[config.mk]
export PLATFORM = sky130hd
export DESIGN_NAME = pipelined_barrel_shifter
export DESIGN_NICKNAME = d
export VERILOG_FILES = /design/src/rtl/pipelined_barrel_shifter.sv
export SDC_FILE = /design/constraint.sdc
export NUM_CORES = 1
export LEC_CHECK = 0
export BUFFER_PORTS_ARGS = -buffer_cell sky130_fd_sc_hd__buf_2
export CORE_MARGIN = 4
export CORE_UTILIZATION = 45
export DETAILED_ROUTE_END_ITERATION = 6
export SETUP_SLACK_MARGIN = 0.15
export SLEW_MARGIN = 10
export SYNTH_ARGS = -nofsm -noshare
export SYNTH_HDL_FRONTEND = slang
export SYNTH_SLANG_ARGS = --single-unit
[constraint.sdc]
create_clock -name clk -period 3.12 [get_ports clk]
set_input_delay 0.156 -clock clk [delete_from_list [all_inputs] [get_ports clk]]
set_output_delay 0.156 -clock clk [all_outputs]
set_load 0.01 [all_outputs]
[src/rtl/pipelined_barrel_shifter.sv]
// Purpose: pipelined SLL/SRL/SRA/ROL/ROR on a WIDTH-bit operand, log-depth levels split over STAGES.
// Latency: exactly STAGES cycles from input transfer to out_valid, 1 op/cycle throughput.
// Backpressure: valid/ready per stage, in_ready combinational from out_ready (no skid); flush drops all.
module pipelined_barrel_shifter #(
  parameter  int WIDTH  = 32,
  parameter  int STAGES = 2,
  parameter  int TAGW   = 4,
  localparam int SHW    = $clog2(WIDTH)
) (
  input  logic             clk,
  input  logic             rst_n,
  input  logic             flush,
  input  logic             in_valid,
  output logic             in_ready,
  input  logic [WIDTH-1:0] in_data,
  input  logic [SHW-1:0]   in_shamt,
  input  logic [2:0]       in_op,
  input  logic [TAGW-1:0]  in_tag,
  output logic             out_valid,
  input  logic             out_ready,
  output logic [WIDTH-1:0] out_data,
  output logic [TAGW-1:0]  out_tag,
  output logic             out_zero,
  output logic             out_err
);

  localparam logic [2:0] OP_SLL = 3'b000;
  localparam logic [2:0] OP_SRL = 3'b001;
  localparam logic [2:0] OP_SRA = 3'b010;
  localparam logic [2:0] OP_ROL = 3'b011;
  localparam logic [2:0] OP_ROR = 3'b100;

  // Everything one operation needs on its way down the pipe.
  // sign is A[WIDTH-1], kept separately so SRA fill never depends on partial results.
  typedef struct packed {
    logic             vld;
    logic             err;
    logic             zero;
    logic             sign;
    logic [2:0]       op;
    logic [SHW-1:0]   shamt;
    logic [TAGW-1:0]  tag;
    logic [WIDTH-1:0] data;
  } stage_t;

  stage_t            st_q [STAGES];
  stage_t            st_d [STAGES];
  stage_t            prev [STAGES];
  stage_t            in_st;
  logic [STAGES-1:0] load;

  // One shifter level: move d by k bit positions according to op.
  function automatic logic [WIDTH-1:0] shift_level(input logic [WIDTH-1:0] d,
                                                   input logic [2:0]       op,
                                                   input logic             sign,
                                                   input int               k);
    logic [WIDTH-1:0] r;
    r = d;
    case (op)
      OP_SLL:  r = d << k;
      OP_SRL:  r = d >> k;
      OP_SRA:  r = ({WIDTH{sign}} << (WIDTH - k)) | (d >> k);
      OP_ROL:  r = (d << k) | (d >> (WIDTH - k));
      OP_ROR:  r = (d >> k) | (d << (WIDTH - k));
      default: r = d;
    endcase
    return r;
  endfunction

  // Load enables ripple back from the output: a stage moves when empty or when its successor moves.
  always_comb begin
    logic nxt;
    load = '0;
    nxt  = ~st_q[STAGES-1].vld | out_ready;
    load[STAGES-1] = nxt;
    for (int k = STAGES - 2; k >= 0; k--) begin
      nxt     = ~st_q[k].vld | nxt;
      load[k] = nxt;
    end
    in_ready = load[0] & ~flush;
  end

  // Entry record; an illegal op enters as zero data so every level passes it through as zero.
  always_comb begin
    in_st       = '0;
    in_st.vld   = in_valid & in_ready;
    in_st.err   = (in_op > OP_ROR);
    in_st.sign  = in_st.err ? 1'b0 : in_data[WIDTH-1];
    in_st.op    = in_op;
    in_st.shamt = in_shamt;
    in_st.tag   = in_tag;
    in_st.data  = in_st.err ? '0 : in_data;
  end

  // Each stage's combinational input is the entry record or the previous stage register.
  for (genvar s = 0; s < STAGES; s++) begin : g_link
    if (s == 0) begin : g_head
      assign prev[s] = in_st;
    end else begin : g_tail
      assign prev[s] = st_q[s-1];
    end
  end

  // Stage s applies levels floor(s*SHW/STAGES) .. floor((s+1)*SHW/STAGES)-1 (level i shifts by 2^i).
  always_comb begin
    for (int s = 0; s < STAGES; s++) begin
      st_d[s] = prev[s];
      for (int i = 0; i < SHW; i++) begin
        if (i >= (s * SHW) / STAGES && i < ((s + 1) * SHW) / STAGES && prev[s].shamt[i]) begin
          st_d[s].data = shift_level(st_d[s].data, prev[s].op, prev[s].sign, 1 << i);
        end
      end
      st_d[s].zero = (st_d[s].data == '0);
    end
  end

  // Stage registers: payload only captured for real operations so stalled outputs hold still.
  always_ff @(posedge clk or negedge rst_n) begin
    if (!rst_n) begin
      for (int s = 0; s < STAGES; s++) st_q[s] <= '0;
    end else if (flush) begin
      for (int s = 0; s < STAGES; s++) st_q[s].vld <= 1'b0;
    end else begin
      for (int s = 0; s < STAGES; s++) begin
        if (load[s]) begin
          if (st_d[s].vld) st_q[s] <= st_d[s];
          else             st_q[s].vld <= 1'b0;
        end
      end
    end
  end

  assign out_valid = st_q[STAGES-1].vld;
  assign out_data  = st_q[STAGES-1].data;
  assign out_tag   = st_q[STAGES-1].tag;
  assign out_zero  = st_q[STAGES-1].zero;
  assign out_err   = st_q[STAGES-1].err;

endmodule

# --- Yosys cells after proc, flatten, opt, wreduce, memory -nomap -nowiden ---
# Index checks and enable logic that the tools add are counted.
# W data, S select, Z words.
totals:
  regBits: 96
  inputBits: 49
  out_inout_bits: 40
  elab_cells: 75
classes:
  magnitude_cmp: 1
  n_eq_ne: 8
  muxes: 20
  bitwise: 21
  n_reduce_logical: 9
ops:
  columns: ["op", "count"]
  rows:
  - ["$pmux W32 S5", 4]
  - ["$mux W32", 6]
  - ["$pmux W32 S4", 1]
  - ["$mux W48", 2]
  - ["$mux W47", 2]
  - ["$logic_not A32 Y1", 2]
  - ["$or A16 B32 Y32", 1]
  - ["$or A24 B32 Y32", 1]
  - ["$or A28 B32 Y32", 1]
  - ["$or A30 B32 Y32", 1]
  - ["$or A31 B32 Y32", 1]
  - ["$or A32 B1 Y32", 1]
  - ["$or A32 B16 Y32", 1]
  - ["$or A32 B2 Y32", 1]
  - ["$or A32 B24 Y32", 1]
  - ["$or A32 B28 Y32", 1]
  - ["$or A32 B30 Y32", 1]
  - ["$or A32 B31 Y32", 1]
  - ["$or A32 B4 Y32", 1]
  - ["$or A32 B8 Y32", 1]
  - ["$eq A3 B2 Y1 const B", 4]
  - ["$eq A3 B1 Y1 const B", 2]
  - ["$eq A3 B3 Y1 const B", 2]
  - ["$logic_not A3 Y1", 2]
  - ["8 further kinds", 18]

# --- Logic depth before layout (Yosys ltp) ---
# Gate-level depths: netlist of the first run.
logic_depth:
  depth_word: 13
  mapped_depth: 13
  depth_no_buf: 9

# --- Least setup slack after synthesis of the first run ---
# OpenSTA, ideal clock, no wires.
synth_path:
  kind: "register -> register"
  from: "register st_q, in the netlist prev[42]"
  to: "register st_q, in the netlist out_zero"
  setup_ns: 0.066
  t_arrival_ns: 2.494
  required_ns: 3.054
  setup_slack_ns: 0.560
  path_stages_with_launch: 12
  path_buffers: 2
  synth_period_minus_slack_ns: 2.560
  path_cell_list: "dfrtp_1 -> buf_6 -> xor2_1 -> buf_6 -> mux2_4 -> a221o_1 -> a221oi_1 -> a21oi_1 -> a21oi_2 -> nand3_1 -> nor4_1 -> a41o_1"
synth_between:
  elab_chain_len: 10
  word_cells_on_any_way: 18
  classes_between: "eq/ne: 4; mux: 6; bitwise: 5; reduce/logical: 3"
synth_rtl:
  columns: ["element", "line", "source"]
  rows:
  - ["start: declaration", "46", "stage_t st_q [STAGES];"]
  - ["start signal: indexed assignment", "126", "if (st_d[s].vld) st_q[s] <= st_d[s];"]
  - ["$eq A3 B3 Y1 (tied with other cells)", "59", "case (op)"]
  - ["$pmux W32 S5", "59", null]
  - ["$mux W32", "109", "if (i >= (s * SHW) / STAGES && i < ((s + 1) * SHW) / STAGES && prev[s].shamt[i]) begin"]
  - ["$or A24 B32 Y32 (tied with other cells)", "64", "OP_ROR: r = (d >> k) | (d << (WIDTH - k));"]
  - ["$pmux W32 S5", "59", null]
  - ["$mux W32", "109", null]
  - ["$or A16 B32 Y32 / $or A32 B16 Y32 (equally long branches)", "63, 64, 62", null]
  - ["$pmux W32 S4", "59", null]
  - ["$mux W32 (*)", "109", null]
  - ["$logic_not A32 Y1 (*)", "113", "st_d[s].zero = (st_d[s].data == '0);"]
# Every way passes the cells marked *; elsewhere a longest branch is shown, timed or not.
# A chain may end at the register's enable or synchronous reset.

# --- Final worst setup path of the first run ---
layout_path:
  from: "register st_q, in the netlist prev[43]"
  to: "register st_q, in the netlist out_zero"
# Same word-level chain as after synthesis.

==> results.sh, run 1 <==
export IMPL_intPower_mw=3.28
export IMPL_ys_seq_elements=84
export IMPL_gp_congestion=1.04
export IMPL_synth_distinct_cells=74
export IMPL_finalWirelength_mm=32.1
export IMPL_fp_row_count=48
export IMPL_crit_type="register to register"
export IMPL_synthesis_area_um2=7850
export IMPL_layout_nets=1258
export IMPL_slew_limit_headroom=0.461
export IMPL_ys_seq_area_frac=0.268
export IMPL_avgRoutedWirePerCell_um=22.3
export IMPL_drtPass1Iterations=7
export IMPL_slew_viol_final=0
export IMPL_ant_nets=0
export IMPL_switchingPower_mw=2.88
export IMPL_syn_nets=1137
export IMPL_tightestPinTransition_ns=0.795
export IMPL_dieArea_um2=19600
export IMPL_drt_iter0_markers=997
export IMPL_antenna_found_initial=1
export IMPL_cp_required_ns=3.41
export IMPL_initial_core_util=0.457
export IMPL_fin_setup_tns_ns=0
export IMPL_power_density_nw_per_um2=631
export IMPL_num_vias=9417
export IMPL_hold_viol=0
export IMPL_grt_max_degree=51
export IMPL_grt_util_all_layers=0.309
export IMPL_ys_flop_type="dfrtp_1"
export IMPL_vdd_drop_max_v=0.000335
export IMPL_leakage_nw=4.23
export IMPL_timing_fmax_mhz=337
export IMPL_min_delay_path_depth=2
export IMPL_p_comb_frac=0.558
export IMPL_crit_path_end_kind="register"
export IMPL_cts_max_level=3
export IMPL_die_h_um=140
export IMPL_fin_util=0.568
export IMPL_synthCells=1088
export IMPL_yosys_warnings=0
export IMPL_drc=4
export IMPL_clk_latency_ns=0.36
export IMPL_cts_tree="built"
export IMPL_cts_made_buffers=9
export IMPL_pwr_share_seq=0.266
export IMPL_grt_pass1_wl_mm=48.3
export IMPL_violations="design-rule violations"
export IMPL_arrival_ns=3.26
export IMPL_r2r_cells=12
export IMPL_synthArstFlopShare=1.00
export IMPL_grt_setup_unrepaired="no"
export IMPL_crit_path_start_kind="register"
export IMPL_n_fill_cell=1693
export IMPL_pwr_share_clk=0.176
export IMPL_setup_viol=0
export IMPL_post_dp_hpwl_mm=23.8
export IMPL_cts_sinks=84
export IMPL_die_w_um=140
export IMPL_clk_root_buffer_cell="clkbuf_16"
export IMPL_boundaryPins=89
export IMPL_synth_edff_count=0
export IMPL_coreArea_um2=17200
export IMPL_syn_to_final_growth_pct=24.4
export IMPL_p_sw_frac=0.467
export IMPL_syn_area_per_cell_um2=7.21
export IMPL_hp_class="input port to register"
export IMPL_port_buffers=88
export IMPL_routed_via_density=6.54
export IMPL_status="finished with violations"
export IMPL_first_global_vias=8414
export IMPL_fin_crit_sh=0.952
export IMPL_post_route_min_period_ns=2.97
export IMPL_crit_fanout=5
export IMPL_skew_ns=0.0168
export IMPL_cap_violations=0
export IMPL_ctsLongestPathBuffers=2
export IMPL_path_clk_slew_ns=0.07
export IMPL_grt_overflow=0
export IMPL_p_total_mw=6.16
export IMPL_drive_above_1_share=0.262
flip-flops by register name, indices dropped and copies added, names as in the netlist:
name and cells:
out_data 32, out_err 1, out_tag 4, out_valid 1
out_zero 1, prev 45
timing repair:
item | 4_1_cts | 5_1_grt
hold endpoints to repair | 41 | 0
endpoints found under the setup margin | 2 | 2
pin swaps | 1 | 24
cloned | 0 | 2
setup buffers | 2 | 26
gates resized for setup | 12 | 56
hold buffers | 1 | 0
stage by stage:
stage	instance area (um2)	cells	hold WS [ns]	setup slack, ns
floorplan	7850	1088	-0.140	0.560
global placement	8900	1392	0.185	-0.0273
detailed placement	8900	1392	0.191	-0.0386
CTS	9260	1411	0.00254	0.152
global route	9760	1439	0.0210	0.0518
finish	9760	1440	0.0168	0.149
per-layer routing:
metal  track usage  wire, um  up-vias
met2         0.446     13800      583
met5             0         0        -
met1         0.450     13900     4439
li1              -         -     4285
met4         0.145      1500        0
met3        0.0505      2920      110
cell usage after synthesis (4+ instances only):
master,n,area share
a22o_1,33,0.037
a21o_1,17,0.016
nand4_1,5,0.0040
o21ai_1,5,0.0032
mux2_2,12,0.017
buf_6,6,0.0086
a211oi_1,13,0.012
clkbuf_1,69,0.033
buf_1,10,0.0048
inv_1,15,0.0072
nand3_1,30,0.019
a221oi_1,6,0.0067
o21a_1,6,0.0057
o311ai_1,4,0.0045
nor2b_1,6,0.0048
a22oi_1,23,0.022
and2_1,8,0.0064
a2bb2oi_1,4,0.0045
a31oi_1,16,0.013
mux2i_1,26,0.033
nand2b_1,6,0.0048
a32oi_1,19,0.021
o2111ai_1,4,0.0045
nor2_1,100,0.048
a21oi_1,97,0.062
a32o_1,6,0.0077
o211ai_1,13,0.012
nand4b_1,12,0.013
o22ai_1,14,0.011
and3_1,6,0.0048
a21boi_0,4,0.0038
dfrtp_1,84,0.27
nor3_1,13,0.0083
a311oi_1,4,0.0045
nand2_1,199,0.095
o21ai_0,104,0.066
buf_2,16,0.010
o221ai_1,8,0.0089
a221o_1,7,0.0089
cell usage in the layout (no fill, tap or decap), drive strengths merged, types with 14 or more instances in the layout:
| cell | n |
|---|---|
| a31oi | 16 |
| mux2i | 26 |
| buf | 211 |
| a211oi | 14 |
| o21ai | 111 |
| nand3 | 30 |
| a22oi | 25 |
| a21oi | 98 |
| inv | 18 |
| o22ai | 14 |
| a22o | 33 |
| nor2 | 100 |
| a21o | 17 |
| nand2 | 199 |
| a32oi | 21 |
| dfrtp | 84 |
final timing paths:
check                      slack (ns)     start     endpoint
hold reg to reg                  0.47  prev[33]   out_tag[1]
max in group asynchronous        2.00     rst_n      prev[0]
setup reg to reg                 0.15  prev[43]     out_zero
hold / removal                   0.02     flush    out_valid
min in group asynchronous        0.33     rst_n  out_data[2]
setup / recovery                 0.15  prev[43]     out_zero
cell type report:
| cell class | instances | area, um2 | share of cell area |
|---|---|---|---|
| Multi-Input combinational cell | 883 | 5490 | 0.563 |
| Clock buffer | 9 | 225 | 0.0231 |
| Timing Repair Buffer | 214 | 1510 | 0.154 |
| Clock inverter | 7 | 76.3 | 0.00782 |
| Tap cell | 225 | 282 | 0.0288 |
| Sequential cell | 84 | 2110 | 0.216 |
| Antenna cell | 1 | 2.50 | 0.000256 |
| Inverter | 17 | 67.6 | 0.00692 |
cell families after synthesis:
group,synth area share
and+or+nand+nor,0.228
buffers and inverters,0.0676
xor gates and xnor gates,0.00654
muxes,0.0523
DFF,0.268
AOI/OAI and AO/OA,0.378
worst max-delay path, stage by stage, from the launching register on:
cell	delay, ns
dfrtp_2	0.44
buf_6	0.14
buf_4	0.13
a21bo_4	0.24
clkbuf_16	0.17
a22oi_2	0.20
o311ai_1	0.21
a221oi_2	0.26
a21oi_1	0.10
a221oi_2	0.39
nand4_1	0.16
nor4_1	0.27
a41o_1	0.20
power by group through the flow:
stage	Clock, mW	Sequential (mW)	Combinational [mW]
5_1_grt	1.15	1.67	3.65
2_1_floorplan	0	1.60	1.75
6_report	1.09	1.64	3.44
3_5_place_dp	0	1.64	3.01
4_1_cts	1.10	1.62	3.06
3_3_place_gp	0	1.64	3.05
No activity file was read; power rests on OpenSTA's default activity.
==> inputs of run 2 (changes only) <==
--- a/config.mk
+++ b/config.mk
@@ -8,2 +8,3 @@
 export BUFFER_PORTS_ARGS = -buffer_cell sky130_fd_sc_hd__buf_2
+export CAP_MARGIN = 15
 export CORE_MARGIN = 4
==> constraint.sdc (replaced) <==
create_clock -name clk -period 3.12 [get_ports clk]
set_input_delay 0.468 -clock clk [delete_from_list [all_inputs] [get_ports clk]]
set_output_delay 0.468 -clock clk [all_outputs]
set_load 0.01 [all_outputs]
==> run 2 against run 1 <==
  * The flow now finishes without violations
  * Flip-flop and latch count did not move
  * Clock power barely moved
  * Critical endpoint unchanged
  * Clock skew fell by 0.0024 ns
  * Largest cell class unchanged
  * Worst hold slack improved by 0.12 ns
  * Critical path type unchanged
  * Die area did not move
  * Maximum frequency rose by 3.4%
  * Combinational power fell by 1%
  * Via count fell by 1.5%
  * Sequential power barely moved
  * Clock-buffer cell count did not move
  * Wire length rose by 0.25%
==> results.sh, run 2 (synthesized netlist as in run 1, its figures left out) <==
export IMPL_status="finished clean"
export IMPL_cap_violations=0
export IMPL_hold_buffers=0
export IMPL_fin_ws_ns=0.246
export IMPL_pwr_share_clk=0.178
export IMPL_drt_iter0_markers=1011
export IMPL_finalWirelength_mm=32.2
export IMPL_hold_worst_slack_ns=0.138
export IMPL_crit_path_start_kind="register"
export IMPL_first_global_vias=8378
export IMPL_die_w_um=140
export IMPL_initial_core_util=0.457
export IMPL_p_sw_frac=0.467
export IMPL_final_common_cell="nand2_1"
export IMPL_timing_fmax_mhz=348
export IMPL_port_buffers=88
export IMPL_coreArea_um2=17200
export IMPL_drc=0
export IMPL_cts_tree="built"
export IMPL_post_route_min_period_ns=2.87
export IMPL_cts_sinks=84
export IMPL_syn_to_final_growth_pct=22.0
export IMPL_p_comb_frac=0.554
export IMPL_hp_class="input port to async pin"
export IMPL_avgRoutedWirePerCell_um=22.5
export IMPL_tightestPinTransition_ns=0.959
export IMPL_post_dp_hpwl_mm=24.4
export IMPL_crit_type="register to register"
export IMPL_arrival_ns=3.13
export IMPL_ctsLongestPathBuffers=2
export IMPL_num_vias=9277
export IMPL_slew_viol_final=0
export IMPL_grt_pass1_wl_mm=49.3
export IMPL_fin_crit_sh=0.921
export IMPL_cts_max_level=3
export IMPL_boundaryPins=89
export IMPL_grt_setup_unrepaired="no"
export IMPL_vdd_drop_max_v=0.000295
export IMPL_fp_row_count=48
export IMPL_fin_setup_tns_ns=0
export IMPL_n_antenna_cell=0
export IMPL_crit_path_end_kind="register"
export IMPL_leakage_nw=4.17
export IMPL_routed_via_density=6.47
export IMPL_grt_overflow=0
export IMPL_gp_congestion=0.998
export IMPL_grt_util_all_layers=0.317
export IMPL_final_area_um2=9570
export IMPL_drive_above_1_share=0.246
export IMPL_antenna_found_initial=0
export IMPL_clk_root_buffer_cell="clkbuf_16"
export IMPL_ant_nets=0
export IMPL_switchingPower_mw=2.85
export IMPL_hold_viol=0
export IMPL_setup_viol=0
export IMPL_crit_fanout=16
export IMPL_r2r_cells=12
export IMPL_dieArea_um2=19600
export IMPL_cts_made_buffers=9
export IMPL_clk_latency_ns=0.36
export IMPL_intPower_mw=3.26
export IMPL_power_density_nw_per_um2=639
export IMPL_final_cell_mix="198 x nand2_1, 116 x buf_4, 101 x o21ai_0, 93 x a21oi_1, 93 x nor2_1"
export IMPL_slew_limit_headroom=0.361
export IMPL_grt_max_degree=81
export IMPL_dp_slack_ns=0.0920
export IMPL_skew_ns=0.0144
export IMPL_layout_nets=1253
export IMPL_cp_required_ns=3.38
export IMPL_place_area_um2=8990
export IMPL_pwr_share_seq=0.268
export IMPL_largest_reg_flops=45
export IMPL_die_h_um=140
export IMPL_n_fill_cell=1703
export IMPL_drtPass1Iterations=6
export IMPL_path_clk_slew_ns=0.08
run 2: area by class of cell:
class / instances / area (um2) / area share
clock inverter: 7 / 76.3 / 0.00797
sequential: 84 / 2110 / 0.220
timing repair buffer: 209 / 1410 / 0.147
tap: 225 / 282 / 0.0294
clock buffer: 9 / 225 / 0.0235
multi-input combinational: 883 / 5410 / 0.565
inverter: 17 / 63.8 / 0.00667
run 2: critical path, stage by stage, from the launching register on:
cell and delay (ns):
dfrtp_1 0.44, buf_4 0.22, nor3b_2 0.22, a21oi_1 0.06
buf_4 0.15, buf_4 0.19, o211ai_1 0.46, o22ai_1 0.18
a311oi_2 0.40, nor2_2 0.09, nand4_1 0.10, nor4_1 0.05
a41o_1 0.20
run 2: per-layer routing:
metal | vias up | GRT usage | share of wire
li1 | 4296 | - | -
met5 | - | 0 | 0
met1 | 4305 | 0.463 | 0.43
met2 | 573 | 0.463 | 0.43
met3 | 103 | 0.0423 | 0.096
met4 | 0 | 0.151 | 0.045
run 2: per-stage QoR:
step / total power, mW / cells / util
floorplan: 3.35 / 1088 / -
global placement: 4.77 / 1406 / 0.523
detailed placement: 4.74 / 1406 / 0.523
CTS: 5.85 / 1422 / 0.542
global route: 6.44 / 1434 / 0.557
finish: 6.12 / 1434 / 0.557
run 2: repair_timing:
item | 4_1_cts | 5_1_grt
pin swaps | 0 | 23
buffers inserted | 0 | 12
endpoints found under the setup margin | 1 | 2
gates resized for setup | 3 | 38
endpoints found under the hold margin | 0 | 0
run 2: final timing paths:
check,start,end,slack [ns]
worst min register to register,prev[33],out_tag[1],0.47
min in group clk,flush,out_valid,0.33
worst min-delay path,rst_n,out_data[0],0.14
worst max register to register,prev[42],out_zero,0.25
max in group asynchronous,rst_n,out_data[9],2.27
worst max-delay path,prev[42],out_zero,0.25
run 2: power groups by stage:
| stage | logic (mW) | registers, mW | clock network (mW) |
|---|---|---|---|
| 3_3_place_gp | 3.13 | 1.64 | 0 |
| 5_1_grt | 3.62 | 1.67 | 1.15 |
| 3_5_place_dp | 3.10 | 1.64 | 0 |
| 2_1_floorplan | 1.75 | 1.60 | 0 |
| 6_report | 3.39 | 1.64 | 1.09 |
| 4_1_cts | 3.12 | 1.62 | 1.11 |
